File: config.mk
export PLATFORM = sky130hd
export DESIGN_NAME = imem_port_arbiter_flat
export DESIGN_NICKNAME = d
export VERILOG_FILES = /design/src/rtl/imem_port_arbiter_pkg.sv /design/src/rtl/imem_port_arbiter_if.sv /design/src/rtl/imem_port_arbiter_rsp_pipe.sv /design/src/rtl/imem_port_arbiter.sv /design/src/flat_wrapper.sv
export SDC_FILE = /design/constraint.sdc
export NUM_CORES = 1
export LEC_CHECK = 0
export BUFFER_PORTS_ARGS = -buffer_cell sky130_fd_sc_hd__buf_4
export CORE_AREA = 2 2 86 88
export DETAILED_ROUTE_END_ITERATION = 7
export DIE_AREA = 0 0 88 90
export PLACE_DENSITY = 0.67
export SYNTH_ARGS = -nofsm -noshare
export SYNTH_HDL_FRONTEND = slang
export SYNTH_SLANG_ARGS = --single-unit
File: constraint.sdc
create_clock -name clk -period 2.2 [get_ports clk]
set_input_delay 0.11 -clock clk [delete_from_list [all_inputs] [get_ports clk]]
set_output_delay 0.11 -clock clk [all_outputs]
set_load 0.01 [all_outputs]
File: src/rtl/imem_port_arbiter_pkg.sv
// Shared constants and types for the instruction-SRAM port-0 arbiter.
package imem_pkg;

    localparam int IMEM_WORDS          = 256;
    localparam int IMEM_WORD_ADDR_BITS = $clog2(IMEM_WORDS);
    localparam int IMEM_BYTE_ADDR_BITS = IMEM_WORD_ADDR_BITS + 2;

    typedef enum logic {
        ARB_BOOT,
        ARB_RUN
    } arb_state_e;

    // One slot of the fetch response pipeline.
    typedef struct packed {
        logic valid;
        logic err;
    } rsp_entry_t;

endpackage

File: src/rtl/imem_port_arbiter_if.sv
// Fetch, loader and SRAM port-0 signals shared by the arbiter and its neighbours.
interface imem_port_arbiter_if
    import imem_pkg::*;
#(
    parameter int ADDR_WIDTH = 32
);
    logic                           fetch_valid_i;
    logic                           fetch_ready_o;
    logic [ADDR_WIDTH-1:0]          fetch_addr_i;
    logic                           fetch_rvalid_o;
    logic [31:0]                    fetch_rdata_o;
    logic                           fetch_err_o;

    logic                           load_valid_i;
    logic                           load_ready_o;
    logic [ADDR_WIDTH-1:0]          load_addr_i;
    logic [31:0]                    load_wdata_i;
    logic [3:0]                     load_wmask_i;
    logic                           load_done_i;
    logic                           load_err_o;

    logic                           sram_csb0_o;
    logic                           sram_web0_o;
    logic [3:0]                     sram_wmask0_o;
    logic [IMEM_WORD_ADDR_BITS-1:0] sram_addr0_o;
    logic [31:0]                    sram_din0_o;
    logic [31:0]                    sram_dout0_i;

    modport slave (
        input  fetch_valid_i, fetch_addr_i,
        input  load_valid_i, load_addr_i, load_wdata_i, load_wmask_i, load_done_i,
        input  sram_dout0_i,
        output fetch_ready_o, fetch_rvalid_o, fetch_rdata_o, fetch_err_o,
        output load_ready_o, load_err_o,
        output sram_csb0_o, sram_web0_o, sram_wmask0_o, sram_addr0_o, sram_din0_o
    );

    modport master (
        output fetch_valid_i, fetch_addr_i,
        output load_valid_i, load_addr_i, load_wdata_i, load_wmask_i, load_done_i,
        output sram_dout0_i,
        input  fetch_ready_o, fetch_rvalid_o, fetch_rdata_o, fetch_err_o,
        input  load_ready_o, load_err_o,
        input  sram_csb0_o, sram_web0_o, sram_wmask0_o, sram_addr0_o, sram_din0_o
    );

endinterface

File: src/rtl/imem_port_arbiter_rsp_pipe.sv
// Two-stage fetch response pipeline: tracks valid/err and registers SRAM read data.
module imem_rsp_pipe
    import imem_pkg::*;
(
    input  logic        clk,
    input  logic        rst_n,
    input  rsp_entry_t  req,
    input  logic [31:0] sram_dout,
    output logic        rsp_valid,
    output logic        rsp_err,
    output logic [31:0] rsp_rdata
);

    rsp_entry_t  s1_reg;
    rsp_entry_t  s2_reg;
    logic [31:0] rdata_reg;

    // Stage 1 lines up with the SRAM read cycle; faulting fetches return zero data.
    always_ff @(posedge clk or negedge rst_n) begin
        if (!rst_n) begin
            s1_reg    <= '0;
            s2_reg    <= '0;
            rdata_reg <= '0;
        end else begin
            s1_reg    <= req;
            s2_reg    <= s1_reg;
            rdata_reg <= (s1_reg.valid && !s1_reg.err) ? sram_dout : '0;
        end
    end

    assign rsp_valid = s2_reg.valid;
    assign rsp_err   = s2_reg.err;
    assign rsp_rdata = rdata_reg;

endmodule

File: src/rtl/imem_port_arbiter.sv
// Shares SRAM port 0 between instruction fetch and the program loader.
// Define IMEM_BOOT_HOLD_EN to start in BOOT and hold fetch until load_done_i.
module imem_port_arbiter
    import imem_pkg::*;
#(
    parameter int MAX_LOAD_BURST = 8,
    parameter int ADDR_WIDTH     = 32
) (
    input  logic                clk,
    input  logic                rst_n,
    imem_port_arbiter_if.slave  bus
);

    localparam int              CW        = $clog2(MAX_LOAD_BURST + 1);
    localparam logic [CW-1:0]   BURST_MAX = CW'(MAX_LOAD_BURST);

    logic [CW-1:0] burst_cnt_reg;
    logic [CW-1:0] burst_cnt_next;
    logic          load_err_reg;
    logic          in_boot;
    logic          guard_trip;
    logic          load_grant;
    logic          fetch_grant;
    logic          fetch_fault;
    logic          load_in_range;
    rsp_entry_t    rsp_req;
    logic [1:0]    unused_load_lsb;

`ifdef IMEM_BOOT_HOLD_EN
    arb_state_e state_reg;
    arb_state_e state_next;

    always_ff @(posedge clk or negedge rst_n) begin
        if (!rst_n) state_reg <= ARB_BOOT;
        else        state_reg <= state_next;
    end

    always_comb begin
        state_next = state_reg;
        if (state_reg == ARB_BOOT && bus.load_done_i) state_next = ARB_RUN;
    end

    assign in_boot = (state_reg == ARB_BOOT);
`else
    logic unused_load_done;
    assign unused_load_done = bus.load_done_i;
    assign in_boot          = 1'b0;
`endif

    assign fetch_fault   = (bus.fetch_addr_i[1:0] != 2'b00) ||
                           (bus.fetch_addr_i[ADDR_WIDTH-1:IMEM_BYTE_ADDR_BITS] != '0);
    assign load_in_range = (bus.load_addr_i[ADDR_WIDTH-1:IMEM_BYTE_ADDR_BITS] == '0);
    // Byte lanes come only from the write mask.
    assign unused_load_lsb = bus.load_addr_i[1:0];

    // Readies are forced low while reset is held.
    assign guard_trip        = !in_boot && (burst_cnt_reg == BURST_MAX);
    assign bus.load_ready_o  = rst_n && !guard_trip;
    assign bus.fetch_ready_o = rst_n && !in_boot && !(bus.load_valid_i && !guard_trip);
    assign load_grant        = bus.load_valid_i && bus.load_ready_o;
    assign fetch_grant       = bus.fetch_valid_i && bus.fetch_ready_o;

    always_comb begin
        burst_cnt_next = burst_cnt_reg;
        if (in_boot || fetch_grant || !bus.fetch_valid_i) burst_cnt_next = '0;
        else if (load_grant)                              burst_cnt_next = burst_cnt_reg + 1'b1;
    end

    always_ff @(posedge clk or negedge rst_n) begin
        if (!rst_n) begin
            burst_cnt_reg <= '0;
            load_err_reg  <= 1'b0;
        end else begin
            burst_cnt_reg <= burst_cnt_next;
            if (load_grant && !load_in_range) load_err_reg <= 1'b1;
        end
    end

    // Faulting or out-of-range requests are accepted but leave the macro deselected.
    always_comb begin
        bus.sram_csb0_o   = 1'b1;
        bus.sram_web0_o   = 1'b1;
        bus.sram_wmask0_o = '0;
        bus.sram_addr0_o  = '0;
        bus.sram_din0_o   = '0;
        if (fetch_grant && !fetch_fault) begin
            bus.sram_csb0_o  = 1'b0;
            bus.sram_addr0_o = bus.fetch_addr_i[IMEM_BYTE_ADDR_BITS-1:2];
        end else if (load_grant && load_in_range) begin
            bus.sram_csb0_o   = 1'b0;
            bus.sram_web0_o   = 1'b0;
            bus.sram_wmask0_o = bus.load_wmask_i;
            bus.sram_addr0_o  = bus.load_addr_i[IMEM_BYTE_ADDR_BITS-1:2];
            bus.sram_din0_o   = bus.load_wdata_i;
        end
    end

    assign rsp_req.valid  = fetch_grant;
    assign rsp_req.err    = fetch_grant && fetch_fault;
    assign bus.load_err_o = load_err_reg;

    imem_rsp_pipe u_rsp_pipe (
        .clk       (clk),
        .rst_n     (rst_n),
        .req       (rsp_req),
        .sram_dout (bus.sram_dout0_i),
        .rsp_valid (bus.fetch_rvalid_o),
        .rsp_err   (bus.fetch_err_o),
        .rsp_rdata (bus.fetch_rdata_o)
    );

endmodule

File: src/flat_wrapper.sv
// flat-port wrapper written by rule: the top's interface ports become plain ports
module imem_port_arbiter_flat import imem_pkg::*;
#(
    parameter int MAX_LOAD_BURST = 8,
    parameter int ADDR_WIDTH     = 32
)
  (clk, rst_n, bus_fetch_valid_i, bus_fetch_addr_i, bus_load_valid_i, bus_load_addr_i, bus_load_wdata_i, bus_load_wmask_i, bus_load_done_i, bus_sram_dout0_i, bus_fetch_ready_o, bus_fetch_rvalid_o, bus_fetch_rdata_o, bus_fetch_err_o, bus_load_ready_o, bus_load_err_o, bus_sram_csb0_o, bus_sram_web0_o, bus_sram_wmask0_o, bus_sram_addr0_o, bus_sram_din0_o);
  imem_port_arbiter_if #(.ADDR_WIDTH(ADDR_WIDTH)) bus_i ();
  input  logic clk;
  input  logic rst_n;
  input wire logic [$bits(bus_i.fetch_valid_i)-1:0] bus_fetch_valid_i;
  input wire logic [$bits(bus_i.fetch_addr_i)-1:0] bus_fetch_addr_i;
  input wire logic [$bits(bus_i.load_valid_i)-1:0] bus_load_valid_i;
  input wire logic [$bits(bus_i.load_addr_i)-1:0] bus_load_addr_i;
  input wire logic [$bits(bus_i.load_wdata_i)-1:0] bus_load_wdata_i;
  input wire logic [$bits(bus_i.load_wmask_i)-1:0] bus_load_wmask_i;
  input wire logic [$bits(bus_i.load_done_i)-1:0] bus_load_done_i;
  input wire logic [$bits(bus_i.sram_dout0_i)-1:0] bus_sram_dout0_i;
  output wire logic [$bits(bus_i.fetch_ready_o)-1:0] bus_fetch_ready_o;
  output wire logic [$bits(bus_i.fetch_rvalid_o)-1:0] bus_fetch_rvalid_o;
  output wire logic [$bits(bus_i.fetch_rdata_o)-1:0] bus_fetch_rdata_o;
  output wire logic [$bits(bus_i.fetch_err_o)-1:0] bus_fetch_err_o;
  output wire logic [$bits(bus_i.load_ready_o)-1:0] bus_load_ready_o;
  output wire logic [$bits(bus_i.load_err_o)-1:0] bus_load_err_o;
  output wire logic [$bits(bus_i.sram_csb0_o)-1:0] bus_sram_csb0_o;
  output wire logic [$bits(bus_i.sram_web0_o)-1:0] bus_sram_web0_o;
  output wire logic [$bits(bus_i.sram_wmask0_o)-1:0] bus_sram_wmask0_o;
  output wire logic [$bits(bus_i.sram_addr0_o)-1:0] bus_sram_addr0_o;
  output wire logic [$bits(bus_i.sram_din0_o)-1:0] bus_sram_din0_o;
  assign bus_i.fetch_valid_i = bus_fetch_valid_i;
  assign bus_i.fetch_addr_i = bus_fetch_addr_i;
  assign bus_i.load_valid_i = bus_load_valid_i;
  assign bus_i.load_addr_i = bus_load_addr_i;
  assign bus_i.load_wdata_i = bus_load_wdata_i;
  assign bus_i.load_wmask_i = bus_load_wmask_i;
  assign bus_i.load_done_i = bus_load_done_i;
  assign bus_i.sram_dout0_i = bus_sram_dout0_i;
  assign bus_fetch_ready_o = bus_i.fetch_ready_o;
  assign bus_fetch_rvalid_o = bus_i.fetch_rvalid_o;
  assign bus_fetch_rdata_o = bus_i.fetch_rdata_o;
  assign bus_fetch_err_o = bus_i.fetch_err_o;
  assign bus_load_ready_o = bus_i.load_ready_o;
  assign bus_load_err_o = bus_i.load_err_o;
  assign bus_sram_csb0_o = bus_i.sram_csb0_o;
  assign bus_sram_web0_o = bus_i.sram_web0_o;
  assign bus_sram_wmask0_o = bus_i.sram_wmask0_o;
  assign bus_sram_addr0_o = bus_i.sram_addr0_o;
  assign bus_sram_din0_o = bus_i.sram_din0_o;
  imem_port_arbiter #(.MAX_LOAD_BURST(MAX_LOAD_BURST), .ADDR_WIDTH(ADDR_WIDTH)) u_core (.clk(clk), .rst_n(rst_n), .bus(bus_i));
endmodule
==> flow_metrics.py <==
metrics = {
    "outcome": {
        "outcome": "finished, final reports clean",
    },
    "global_route": {
        "grt_pass1_wl_mm": 10.4,
        "first_global_vias": 2204,
        "grt_overflow_total": 0,
        "grt_start_max_net_pins": 47,
        "grt_use_total": 0.168,
        "grt_antenna_before_repair": 0,
    },
    "setup_path": {
        "path_cells": "inv_2 > ha_1 > nand3b_1 > nand2_2 > nor3_4 > buf_12 > buf_12 > and2_1 > buf_4",
        "crit_family": "simple AND/OR/NAND/NOR gates",
        "critical-path-top-cell-by-count": "sky130_fd_sc_hd__buf_12",
        "cp.arrival_ns": 1.99,
        "worst_r2r_startpoint": "u_core.burst_cnt_reg[0]$_DFFE_PN0P_",
        "worst-r2r-setup-slack_ns": 0.69,
        "cp-end-kind": "output pin",
        "timing.critical_path.fanout_max": 23,
        "worst_path_max_delay_cell": "sky130_fd_sc_hd__dfrtp_1",
        "critical_path_buf_inv_count": 4,
        "timing.reg2reg.worst_path_depth": 6,
        "worst_ep_required_time_ns": 2.09,
        "setup.worst_path.class": "reg2out",
        "crit-reg2reg-capture": "u_core.u_rsp_pipe.s1_reg[0]$_DFF_PN0_",
        "crit_path_max_incr_delay_ns": 0.39,
        "startpoint_type": "flop",
        "cp_num_cells": 9,
    },
    "detailed_routing": {
        "route.detailed.wl_per_inst_um": 14.1,
        "mean_number_of_vias_per_cell": 4.28,
        "detailedRoute.firstIterationViolations": 29,
        "detailroute.via_count": 2123,
        "dr.pass1.iters": 3,
        "drc": 0,
        "overall_routed_net_length_mm": 7.01,
        "ant_nets": 0,
    },
    "timing": {
        "final.min_clock_period_ns": 2.10,
        "period_share": 0.953,
        "finalSetupViolCount": 0,
        "slew-limit-headroom": 0.486,
        "fmaxAchievable_mhz": 477,
        "finalMaxSlewViolations": 0,
        "final.setup_skew_ns": 0.00181,
        "tightest_slew_ns": 0.770,
        "summed_negative_setup_slack_over_all_endpoints_ns": 0,
        "hold_viol": 0,
    },
    "final_layout": {
        "flip_flop_count_of_the_largest_register_all_copies_and_words_added": 32,
        "filler_cell_count": 636,
        "final-instance-count-excl-fill": 496,
        "areaGrowthSynthToFinish_pct": 105,
        "num_antenna_cells": 0,
        "nets": 535,
        "share_of_cells_above_drive_strength_1": 0.612,
    },
    "min_path": {
        "worst_hold_startpoint": "bus_sram_dout0_i[19]",
        "whs_path_depth": 2,
        "worstHoldPathType": "in2reg",
        "terminating_pin_of_the_worst_hold_path": "u_core.u_rsp_pipe.rsp_rdata[19]$_DFF_PN0_",
    },
    "synth": {
        "syn_inst": 171,
        "postSynthAreaPerCell_um2": 10.9,
        "synth.area.mux_share": 0.00537,
        "post_synth_fa_ha_maj_area_fraction": 0.0134,
        "synthesis.yosys.warnings": 0,
        "synthesis.nets": 310,
        "syn_area_um2": 1870,
        "synth_compound_area_frac": 0.0570,
        "ys_types": 23,
        "synth-xor-area-share": 0.00939,
        "seq_area_frac_synth": 0.550,
        "synth.ff_latch_count": 41,
        "synth_top_family_by_area": "simple AND/OR/NAND/NOR gates",
        "post_synth_and_or_nand_nor_area_fraction": 0.337,
    },
    "place": {
        "placement.io_buffers": 216,
        "routabilityCongestion": 0.742,
        "dp.final_hpwl_mm": 5.67,
        "placed_cells": 482,
    },
    "die": {
        "ioPinCount": 220,
        "core_area_um2": 7020,
        "initial_core_utilization": 0.266,
        "fp.dieW_um": 88,
        "die_h_um": 90,
        "num_rows": 31,
        "die_area_um2": 7920,
    },
    "cts": {
        "cts_tree": "yes",
        "cts-root-buf": "sky130_fd_sc_hd__clkbuf_8",
        "cts_buffers": 5,
        "clk_path_buf_depth": 2,
        "number_of_h_tree_branching_levels": 2,
        "clk-insertion-delay-late_ns": 0.29,
        "clk_transition_reported_paths_ns": 0.07,
        "clock_sink_count": 41,
    },
    "pwr": {
        "cellLeakagePower_uw": 0.00209,
        "vdd_ir_drop_max_v": 0.000202,
        "total_power_uw": 1660,
        "power.density_cell_area_nw_per_um2": 435,
    },
    "run": {
        "timing.max_cap.violations": 0,
    },
}
==> cells in the final DEF, fill, tap and decap left out <==
cell	count
sky130_fd_sc_hd__inv_1	3
sky130_fd_sc_hd__a32o_1	8
sky130_fd_sc_hd__nand2b_1	1
sky130_fd_sc_hd__clkbuf_8	6
sky130_fd_sc_hd__and2_1	65
sky130_fd_sc_hd__ha_1	2
sky130_fd_sc_hd__nand3b_1	1
sky130_fd_sc_hd__nor3_4	1
sky130_fd_sc_hd__a21oi_1	1
sky130_fd_sc_hd__clkbuf_16	1
sky130_fd_sc_hd__and2_4	1
sky130_fd_sc_hd__nor2b_1	3
sky130_fd_sc_hd__a21oi_2	1
sky130_fd_sc_hd__nor2_1	5
sky130_fd_sc_hd__buf_6	1
sky130_fd_sc_hd__dfrtp_1	41
sky130_fd_sc_hd__nand2_2	1
sky130_fd_sc_hd__nand3_1	1
sky130_fd_sc_hd__o21bai_1	1
sky130_fd_sc_hd__inv_2	1
sky130_fd_sc_hd__bufinv_16	1
sky130_fd_sc_hd__and2_2	6
sky130_fd_sc_hd__buf_12	2
sky130_fd_sc_hd__xor2_1	2
sky130_fd_sc_hd__mux2i_1	1
sky130_fd_sc_hd__a32oi_1	1
sky130_fd_sc_hd__nor4_1	11
sky130_fd_sc_hd__nand4_1	3
sky130_fd_sc_hd__nand2_1	2
sky130_fd_sc_hd__dlygate4sd3_1	1
sky130_fd_sc_hd__buf_4	221
sky130_fd_sc_hd__clkbuf_1	1
==> where the power goes <==
group,switching (uW),total [uW],internal (uW)
Sequential,6.08,778,772
Combinational,82.3,272,189
Clock,244,614,370
Total,332,1660,1330
==> per-layer routing <==
layer / part of all wire / global-route usage / up-vias
li1: - / - / 1017
met5: 0 / 0 / -
met4: 0.020 / 0.0667 / 0
met2: 0.55 / 0.307 / 116
met1: 0.34 / 0.178 / 980
met3: 0.086 / 0.0441 / 10
==> worst max path at each step <==
stage	end	from	slack, ns
floorplan	bus_sram_addr0_o[0]	u_core.burst_cnt_reg[0]$_DFFE_PN0P_	0.49
global placement	bus_sram_addr0_o[5]	u_core.burst_cnt_reg[0]$_DFFE_PN0P_	0.27
detailed placement	bus_sram_addr0_o[7]	u_core.burst_cnt_reg[0]$_DFFE_PN0P_	0.21
CTS	bus_sram_addr0_o[7]	u_core.burst_cnt_reg[0]$_DFFE_PN0P_	0.03
global route	bus_sram_addr0_o[7]	u_core.burst_cnt_reg[0]$_DFFE_PN0P_	-0.02
finish	bus_sram_din0_o[7]	u_core.burst_cnt_reg[0]$_DFFE_PN0P_	0.10
==> final cells by class <==
| cell class | count | area (um^2) | area share |
|---|---|---|---|
| repair buffers | 226 | 1750 | 0.456 |
| inverters | 4 | 15.0 | 0.00393 |
| multi-input cells | 118 | 797 | 0.208 |
| clock buffers | 7 | 86.3 | 0.0226 |
| well taps | 99 | 124 | 0.0324 |
| clock inverters | 1 | 30.0 | 0.00785 |
| flip-flops and latches | 41 | 1030 | 0.268 |
==> Yosys cell counts <==
master	n	area, um^2
sky130_fd_sc_hd__and2_1	66	413
sky130_fd_sc_hd__dfrtp_1	41	1030
sky130_fd_sc_hd__nor4_1	11	68.8
sky130_fd_sc_hd__a32o_1	8	80.1
sky130_fd_sc_hd__and2_2	6	45.0
sky130_fd_sc_hd__nor2_1	5	18.8
sky130_fd_sc_hd__clkbuf_2	4	20.0
sky130_fd_sc_hd__inv_1	4	15.0
sky130_fd_sc_hd__clkbuf_1	3	11.3
sky130_fd_sc_hd__nand2_1	3	11.3
sky130_fd_sc_hd__nand4_1	3	18.8
sky130_fd_sc_hd__nor2b_1	3	18.8
sky130_fd_sc_hd__a21oi_1	2	10.0
sky130_fd_sc_hd__ha_1	2	25.0
sky130_fd_sc_hd__xor2_1	2	17.5
sky130_fd_sc_hd__a32oi_1	1	8.76
sky130_fd_sc_hd__buf_2	1	5.00
sky130_fd_sc_hd__mux2i_1	1	10.0
sky130_fd_sc_hd__nand2b_1	1	6.26
sky130_fd_sc_hd__nand3_1	1	5.00
sky130_fd_sc_hd__nand3b_1	1	7.51
sky130_fd_sc_hd__nor3_4	1	16.3
sky130_fd_sc_hd__o21bai_1	1	7.51
==> through the flow <==
step / worst slack (ns) / instance area [um^2] / util / hold slack, ns
finish: 0.104 / 3820 / 0.545 / 0.0239
global route: -0.0154 / 3820 / 0.545 / 0.0161
CTS: 0.0318 / 3740 / 0.533 / 0.0165
detailed placement: 0.214 / 3620 / 0.515 / 0.230
global placement: 0.274 / 3620 / 0.515 / 0.225
floorplan: 0.486 / 1870 / - / -0.186
==> worst reg2reg max path, delay by kind of cell, from the launching register on <==
kind                       cells  cell delay, ns
adders and majority gates      1            0.14
DFF                            1            0.41
and+or+nand+nor                3            0.59
AOI/OAI and AO/OA              1            0.23
buffers and inverters          1            0.08
==> cell families (layout without fill, tap and decap cells) <==
family / Yosys count / in the layout
buf+inv: 12 / 238
xor+xnor: 2 / 2
compound gates: 12 / 12
mux: 1 / 1
flops: 41 / 41
simple gates: 101 / 101
fa+ha+maj: 2 / 2
==> timing repair <==
action	CTS	global route
hold buffers	1	0
buffers inserted	0	3
pin swaps	0	2
cloned	0	2
gates resized for setup	1	4
setup endpoints to repair	9	44
endpoints found under the hold margin	41	0
No activity file was read; power rests on OpenSTA's default activity.
